`src/rtl/cvxif_copro_mux.sv`:
```
// cvxif_copro_mux: fans one core's CV-X-IF issue/commit/result channels out to NrCopro coprocessors.
// An ID ownership table steers each commit to its owner and screens returning results for orphans.
module cvxif_copro_mux #(
    parameter int NrCopro     = 2,
    parameter int XLEN        = 64,
    parameter int IdWidth     = 3,
    parameter int NrRgprPorts = 2
) (
    input  logic                          clk_i,
    input  logic                          rst_i,
    input  logic                          issue_valid_i,
    output logic                          issue_ready_o,
    input  logic [31:0]                   issue_instr_i,
    input  logic [IdWidth-1:0]            issue_id_i,
    input  logic [NrRgprPorts*XLEN-1:0]   issue_rs_i,
    output logic                          issue_accept_o,
    output logic                          issue_we_o,
    input  logic                          commit_valid_i,
    input  logic [IdWidth-1:0]            commit_id_i,
    input  logic                          commit_kill_i,
    output logic                          result_valid_o,
    input  logic                          result_ready_i,
    output logic [IdWidth-1:0]            result_id_o,
    output logic [XLEN-1:0]               result_data_o,
    output logic [4:0]                    result_rd_o,
    output logic [NrCopro-1:0]            cp_issue_valid_o,
    input  logic [NrCopro-1:0]            cp_issue_ready_i,
    input  logic [NrCopro-1:0]            cp_issue_accept_i,
    input  logic [NrCopro-1:0]            cp_issue_we_i,
    output logic [31:0]                   cp_issue_instr_o,
    output logic [IdWidth-1:0]            cp_issue_id_o,
    output logic [NrRgprPorts*XLEN-1:0]   cp_issue_rs_o,
    output logic [NrCopro-1:0]            cp_commit_valid_o,
    output logic [NrCopro-1:0]            cp_commit_kill_o,
    output logic [IdWidth-1:0]            cp_commit_id_o,
    input  logic [NrCopro-1:0]            cp_result_valid_i,
    output logic [NrCopro-1:0]            cp_result_ready_o,
    input  logic [NrCopro*IdWidth-1:0]    cp_result_id_i,
    input  logic [NrCopro*XLEN-1:0]       cp_result_data_i,
    input  logic [NrCopro*5-1:0]          cp_result_rd_i,
    output logic                          err_multi_accept_o,
    output logic                          err_orphan_result_o
);
    localparam int NrId = 2 ** IdWidth;
    localparam int OW   = NrCopro > 1 ? $clog2(NrCopro) : 1;

    logic [NrId-1:0]    r_valid;
    logic [NrId-1:0]    r_we;
    logic [OW-1:0]      r_owner [NrId];
    logic [OW-1:0]      r_ptr;
    logic               r_res_valid;
    logic [IdWidth-1:0] r_res_id;
    logic [XLEN-1:0]    r_res_data;
    logic [4:0]         r_res_rd;
    logic               r_err_multi;
    logic               r_err_orphan;

    logic               w_stall;
    logic               w_issue_hs;
    logic [OW-1:0]      w_sel;
    logic [OW-1:0]      w_gnt;
    logic [OW-1:0]      w_cand;
    logic               w_gnt_any;
    logic               w_space;
    logic               w_res_hs;
    logic               w_orphan;
    logic               w_commit_hit;
    logic               w_commit_clr;
    logic [IdWidth-1:0] w_res_id;
    logic [XLEN-1:0]    w_res_data;
    logic [4:0]         w_res_rd;

    // An ID still in flight must not be reissued: stall the whole issue channel.
    assign w_stall          = r_valid[issue_id_i];
    assign issue_ready_o    = !w_stall && &cp_issue_ready_i;
    assign cp_issue_valid_o = {NrCopro{issue_valid_i && !w_stall}};
    assign w_issue_hs       = issue_valid_i && issue_ready_o;
    assign issue_accept_o   = |cp_issue_accept_i;
    assign issue_we_o       = cp_issue_we_i[w_sel];
    assign cp_issue_instr_o = issue_instr_i;
    assign cp_issue_id_o    = issue_id_i;
    assign cp_issue_rs_o    = issue_rs_i;

    always_comb begin
        w_sel = '0;
        for (int i = NrCopro - 1; i >= 0; i--)
            if (cp_issue_accept_i[i]) w_sel = OW'(i);
    end

    assign w_commit_hit     = commit_valid_i && r_valid[commit_id_i];
    assign w_commit_clr     = w_commit_hit && (commit_kill_i || !r_we[commit_id_i]);
    assign cp_commit_kill_o = {NrCopro{commit_kill_i}};
    assign cp_commit_id_o   = commit_id_i;

    always_comb begin
        cp_commit_valid_o = '0;
        for (int i = 0; i < NrCopro; i++)
            cp_commit_valid_o[i] = w_commit_hit && r_owner[commit_id_i] == OW'(i);
    end

    // r_ptr is the highest-priority requester; scanning downward leaves the first hit from r_ptr.
    always_comb begin
        w_gnt     = '0;
        w_gnt_any = 1'b0;
        w_cand    = '0;
        for (int k = NrCopro - 1; k >= 0; k--) begin
            w_cand = (int'(r_ptr) + k >= NrCopro) ? OW'(int'(r_ptr) + k - NrCopro) : OW'(int'(r_ptr) + k);
            if (cp_result_valid_i[w_cand]) begin
                w_gnt     = w_cand;
                w_gnt_any = 1'b1;
            end
        end
    end

    always_comb begin
        w_res_id          = '0;
        w_res_data        = '0;
        w_res_rd          = '0;
        cp_result_ready_o = '0;
        for (int i = 0; i < NrCopro; i++)
            if (OW'(i) == w_gnt) begin
                w_res_id             = cp_result_id_i[i*IdWidth +: IdWidth];
                w_res_data           = cp_result_data_i[i*XLEN +: XLEN];
                w_res_rd             = cp_result_rd_i[i*5 +: 5];
                cp_result_ready_o[i] = w_res_hs;
            end
    end

    assign w_space  = !r_res_valid || result_ready_i;
    assign w_res_hs = w_gnt_any && w_space;
    assign w_orphan = !r_valid[w_res_id] || r_owner[w_res_id] != w_gnt;

    // Clears only hit valid entries and sets only free ones, so same-ID set/clear never collide.
    always_ff @(posedge clk_i or posedge rst_i) begin
        if (rst_i) begin
            r_valid      <= '0;
            r_we         <= '0;
            r_owner      <= '{default: '0};
            r_ptr        <= '0;
            r_res_valid  <= 1'b0;
            r_res_id     <= '0;
            r_res_data   <= '0;
            r_res_rd     <= '0;
            r_err_multi  <= 1'b0;
            r_err_orphan <= 1'b0;
        end else begin
            r_err_multi  <= w_issue_hs && $countones(cp_issue_accept_i) > 1;
            r_err_orphan <= w_res_hs && w_orphan;
            if (w_res_hs) r_ptr <= (w_gnt == OW'(NrCopro - 1)) ? '0 : w_gnt + OW'(1);
            if (w_commit_clr) r_valid[commit_id_i] <= 1'b0;
            if (w_res_hs && !w_orphan) begin
                r_valid[w_res_id] <= 1'b0;
                r_res_valid       <= 1'b1;
                r_res_id          <= w_res_id;
                r_res_data        <= w_res_data;
                r_res_rd          <= w_res_rd;
            end else if (result_ready_i) begin
                r_res_valid <= 1'b0;
            end
            if (w_issue_hs && issue_accept_o) begin
                r_valid[issue_id_i] <= 1'b1;
                r_owner[issue_id_i] <= w_sel;
                r_we[issue_id_i]    <= cp_issue_we_i[w_sel];
            end
        end
    end

    assign result_valid_o      = r_res_valid;
    assign result_id_o         = r_res_id;
    assign result_data_o       = r_res_data;
    assign result_rd_o         = r_res_rd;
    assign err_multi_accept_o  = r_err_multi;
    assign err_orphan_result_o = r_err_orphan;
endmodule

```
`config.mk`:
```
export PLATFORM = sky130hd
export DESIGN_NAME = cvxif_copro_mux
export DESIGN_NICKNAME = d
export VERILOG_FILES = /design/src/rtl/cvxif_copro_mux.sv
export SDC_FILE = /design/constraint.sdc
export NUM_CORES = 1
export LEC_CHECK = 0
export CORE_AREA = 2 2 222 224
export DETAILED_ROUTE_END_ITERATION = 12
export DIE_AREA = 0 0 224 226
export PLACE_DENSITY = 0.45
export SLEW_MARGIN = 20
export SYNTH_ARGS = -nofsm -noshare
export SYNTH_HDL_FRONTEND = slang
export SYNTH_SLANG_ARGS = --single-unit
```
`constraint.sdc`:
```
create_clock -name clk_i -period 5.8 [get_ports clk_i]
set_input_delay 1.16 -clock clk_i [delete_from_list [all_inputs] [get_ports clk_i]]
set_output_delay 1.16 -clock clk_i [all_outputs]
set_load 0.01 [all_outputs]
```
==> impl_metrics.ini, run 1 <==
[placed_design]
dp_hpwl_mm = 17.4
postPlaceCellArea_um2 = 8970
gp_congestion = 0.807
port_buffers = 255
dp_cells = 1410

[die]
fp.dieH_um = 226
dieArea_um2 = 50600
std_cell_rows = 81
num_io_pins = 576
core_um2 = 48300
fp.dieW_um = 224
start_util = 0.146

[setup_path]
cp-start-kind = input port
worstSetupPathType = input port to output port
worst_setup_path_end_kind = output port
critical_path_required_ps = 4640
path_max_fanout = 13
arrival_ps = 3450

[yosys]
avgSynthCellArea_um2 = 9.73
yosysSeqAreaShare = 0.354
synth_cells = 727
yosys_warnings = 0
synth_nets = 1051
ys.flop_type = dfrtp_1
synth_area_um2 = 7070
ys_types = 49
synthArstFlopShare = 1.00
synth_edf_count = 0
ys_seq_elements = 100

[sta]
finalHoldWorstSlack_ps = 506
rsz0062_at_grt = no
fin_crit_sh = 0.795
finClkSkew_ps = 13.1
final_hold_viol_count = 0
max_slew_margin = 0.459
worst_pin_slew_ps = 805
fin_crit_ps = 4610
finalSetupViolCount = 0
fmax_mhz = 217
setup_tns_ps = 0
final_max_slew_viol_count = 0

[final_layout]
instances_no_fill = 1426
num_antenna_cells = 0
area_growth_pct = 31.4
layout_commonest_cell = clkdlybuf4s50_1
final_cell_mix = 255 x clkdlybuf4s50_1, 222 x nand2_1, 100 x dfrtp_1
drive_gt1_frac = 0.162
fin_nets = 1123
final_area_um2 = 9290

[power]
irDropWorstVdd_uv = 132
powerDensity_nw_per_um2 = 370
p_leak_nw = 4.00

[clock_tree]
path_clk_slew_ps = 80
hold_buffers = 0
clock_latency_ps = 370
cts_resized = 0
cts_root_buf = clkbuf_16
clk_path_buf_depth = 2
postCtsSetupBuffers = 0
cts_buffers = 9
clock_sinks = 100
h-tree-depth = 3
cts_tree = built

[global_route]
grt_pass1_wl_mm = 32.9
grt_remaining_overflow = 0
grt_max_degree = 52
grtUsageTotal = 0.0879
antenna_found_initial = 1
grt_pass1_vias = 5396

[routing]
wl_per_cell_um = 16.0
vias_per_cell = 3.62
drt_iter0_drc = 163
num_vias = 5165
drcViolationCount = 0
dr.pass1.iters = 4
drtAntennaViolNets = 0
finalWirelength_mm = 22.8

[hold_path]
hold_path.class = flip-flop to flip-flop

[outcome]
status = complete, no violations

[run]
maxCapViolCount = 0
-- power breakdown --
part | leakage [nW] | total, mW | switching [mW] | internal [mW]
registers | 1.24 | 1.16 | 0.177 | 0.980
clock network | 0.149 | 0.674 | 0.295 | 0.379
logic | 2.61 | 1.61 | 0.606 | 0.999
total | 4.00 | 3.44 | 1.08 | 2.36
-- registers in the layout, summed over array words and instances, names as in the netlist --
name                 cells
err_multi_accept_o       1
err_orphan_result_o      1
r_owner                  8
r_ptr                    1
r_valid                  8
r_we                     8
result_data_o           64
result_id_o              3
result_rd_o              5
result_valid_o           1
-- critical path: stages --
cell	delay, ps
clkdlybuf4s50_1	750
nor3b_1	90
a311o_1	340
a221oi_2	340
and3_1	220
clkdlybuf4s50_1	530
-- through the flow --
| step | power (mW) | setup slack (ps) | util |
|---|---|---|---|
| 6_report | 3.44 | 1190 | 0.192 |
| 5_1_grt | 3.66 | 1010 | 0.192 |
| 3_3_place_gp | 2.80 | 1100 | 0.186 |
| 3_5_place_dp | 2.80 | 1030 | 0.186 |
| 2_1_floorplan | 2.09 | 2020 | - |
| 4_1_cts | 3.52 | 1120 | 0.192 |
-- cell usage after synthesis, drive strengths merged (3+ instances only) --
master,n,share of area
a21oi,5,0.0035
and2,3,0.0030
buf,178,0.20
clkbuf,24,0.013
dfrtp,100,0.35
inv,5,0.0027
mux2,90,0.18
mux2i,14,0.022
mux4,8,0.027
nand2,223,0.12
nand2b,6,0.0064
nand3,6,0.0060
nand3b,3,0.0032
nand4,3,0.0027
nor2,9,0.0071
nor2b,3,0.0027
nor4,3,0.0027
o21ai,10,0.0071
o221ai,7,0.0087
-- worst paths after layout --
| check | startpoint | to | slack [ps] | depth (start not counted) |
|---|---|---|---|---|
| min in group asynchronous | rst_i | result_data_o[3] | 1250 | 2 |
| min | r_ptr | r_ptr | 510 | 1 |
| max in group asynchronous | rst_i | result_data_o[19] | 3360 | 3 |
| min reg2reg | r_ptr | r_ptr | 510 | 1 |
| max | issue_id_i[2] | issue_ready_o | 1190 | 6 |
| max reg2reg | r_ptr | result_data_o[24] | 2470 | 9 |
-- cell type report --
cell class / count / area [um2]
clock inverters: 6 / 88.8
multi-input cells: 420 / 3050
repair buffers: 263 / 2630
fillers: 5323 / 39100
flip-flops and latches: 100 / 2500
inverters: 5 / 21.3
well taps: 622 / 778
clock buffers: 10 / 229
-- cell families after synthesis --
family / after synthesis / synth area share
muxes: 112 / 0.229
buffers and inverters: 207 / 0.216
and+or+nand+nor: 271 / 0.164
DFF: 100 / 0.354
AOI/OAI and AO/OA: 37 / 0.0373
-- routing by layer --
layer  vias up  part of all wire  GRT usage  routed length (um)
met5         -           0.00057          0                  13
met2       313              0.47      0.141               10600
met4         2             0.033     0.0428                 744
li1       2383                 -          -                   -
met3        56              0.11     0.0474                2610
met1      2411              0.39     0.0946                8810
No activity file was read; power rests on OpenSTA's default activity.
==> run 2, diff against run 1 <==
- PLACE_DENSITY: 0.45 -> 0.46
- clock period: 5.8 -> 3.98 ns (I/O delays scaled with it)
==> run 2 against run 1 <==
Effect of this change: worst setup slack got worse by 970 ps; clock skew shrank 2.9 ps; cell area up 1.8%; critical path depth shrank 1; non-clock buffer count is 15 higher; die area stayed put; clock power is 50% higher; power increased by 47%; global-route usage down 0.16 points; sequential share of layout area is 0.48 points lower; largest cell class unchanged.
==> impl_metrics.ini, run 2 (synthesis gave the netlist of run 1 again) <==
[outcome]
status = complete, no violations

[setup_path]
arrival_ps = 2960
critPathMaxStageDelay_ps = 630
critical_path_required_ps = 3180
path_max_fanout = 5
endpoint = cp_commit_valid_o[0]
worst_r2r_endpoint = result_data_o[35]
worstRegToRegCells = 8
worstSetupPathType = input port to output port
r2r_setup_slack_ps = 1230
startpoint = commit_id_i[1]
worst_setup_path_end_kind = output port
cp-start-kind = input port
path_cells = clkdlybuf4s50_1, mux4_2, mux2i_1, nor2b_1, clkdlybuf4s50_1
crit-reg2reg-launch = r_owner[6]
path_common_cell = clkdlybuf4s50_1
crit_path_top_delay_cell = clkdlybuf4s50_1

[die]
dieArea_um2 = 50600
start_util = 0.146
core_um2 = 48300
fp.dieH_um = 226
fp.dieW_um = 224
std_cell_rows = 81
num_io_pins = 576

[final_layout]
num_antenna_cells = 0
drive_gt1_frac = 0.177
final_util = 0.196
area_growth_pct = 33.8
layout_commonest_cell = clkdlybuf4s50_1
fin_nets = 1138
fillers = 5329
final_cell_mix = 255 x clkdlybuf4s50_1, 222 x nand2_1, 100 x dfrtp_1
instances_no_fill = 1441
largest_reg_flops = 64

[power]
powerDensity_nw_per_um2 = 535
p_leak_nw = 4.10
total_power_mw = 5.06
irDropWorstVdd_uv = 204

[global_route]
grt_max_degree = 53
grt_pass1_vias = 5361
grt_pass1_wl_mm = 32.5
grt_remaining_overflow = 0
grtUsageTotal = 0.0863
antenna_found_initial = 1

[routing]
vias_per_cell = 3.58
dr.pass1.iters = 4
drt_iter0_drc = 200
wl_per_cell_um = 15.5
drtAntennaViolNets = 0
drcViolationCount = 0
num_vias = 5160
finalWirelength_mm = 22.4

[clock_tree]
cts_buffers = 9
h-tree-depth = 3
path_clk_slew_ps = 70
clk_path_buf_depth = 2
clock_latency_ps = 370
postCtsSetupBuffers = 0
cts_root_buf = clkbuf_16
hold_buffers = 0
clock_sinks = 100
cts_tree = built

[sta]
finalSetupViolCount = 0
finalHoldWorstSlack_ps = 503
fmax_mhz = 266
worst_pin_slew_ps = 764
rsz0062_at_grt = no
setup_tns_ps = 0
final_max_slew_viol_count = 0
fin_crit_sh = 0.944
fin_crit_ps = 3760
final_hold_viol_count = 0
finClkSkew_ps = 10.3
max_slew_margin = 0.491

[placed_design]
port_buffers = 255
gp_congestion = 0.728
dp_hpwl_mm = 17.3
dp_cells = 1425

[hold_path]
hold_path.class = flip-flop to flip-flop
worst_hold_path.num_cells = 1

[run]
maxCapViolCount = 0
[run 2: area by class of cell]
cell class	instances	area [um2]	share of cell area
flip-flops and latches	100	2500	0.264
multi-input cells	420	3050	0.322
well taps	622	778	0.0822
clock buffers	13	270	0.0286
repair buffers	278	2780	0.293
inverters	5	21.3	0.00225
clock inverters	3	67.6	0.00714
[run 2: worst min-delay path by stage]
stage | slack (ps) | endpoint | startpoint
2_1_floorplan | 450 | r_ptr | r_ptr
3_3_place_gp | 470 | r_ptr | r_ptr
3_5_place_dp | 490 | r_ptr | r_ptr
4_1_cts | 500 | r_ptr | r_ptr
5_1_grt | 520 | result_data_o[52] | result_data_o[52]
6_report | 500 | r_ptr | r_ptr
[run 2: what timing repair did]
action | in CTS | in global routing
endpoints found under the setup margin | 0 | 2
resized for setup | 0 | 1
hold endpoints to repair | 0 | 0
[run 2: per-layer routing]
layer  wire length [um]  GRT usage
met1               8490     0.0904
met2              10600      0.141
met3               2350     0.0414
met4                964     0.0512
met5                 11          0
[run 2: critical path: cells and delay by family]
kind | cells | cell delay [ps]
buf+inv | 2 | 1180
simple gates | 1 | 190
mux | 2 | 790
[run 2: metrics by stage]
step           worst slack, ps  area, um2
2_1_floorplan              565       7070
3_3_place_gp               103       9130
3_5_place_dp               165       9130
4_1_cts                    148       9460
5_1_grt                   33.1       9460
6_report                   222       9460
[run 2: power by group]
part | total (mW) | switching [mW] | internal (mW)
Sequential | 1.69 | 0.259 | 1.43
Clock | 1.01 | 0.410 | 0.603
Combinational | 2.36 | 0.880 | 1.48
Total | 5.06 | 1.55 | 3.51
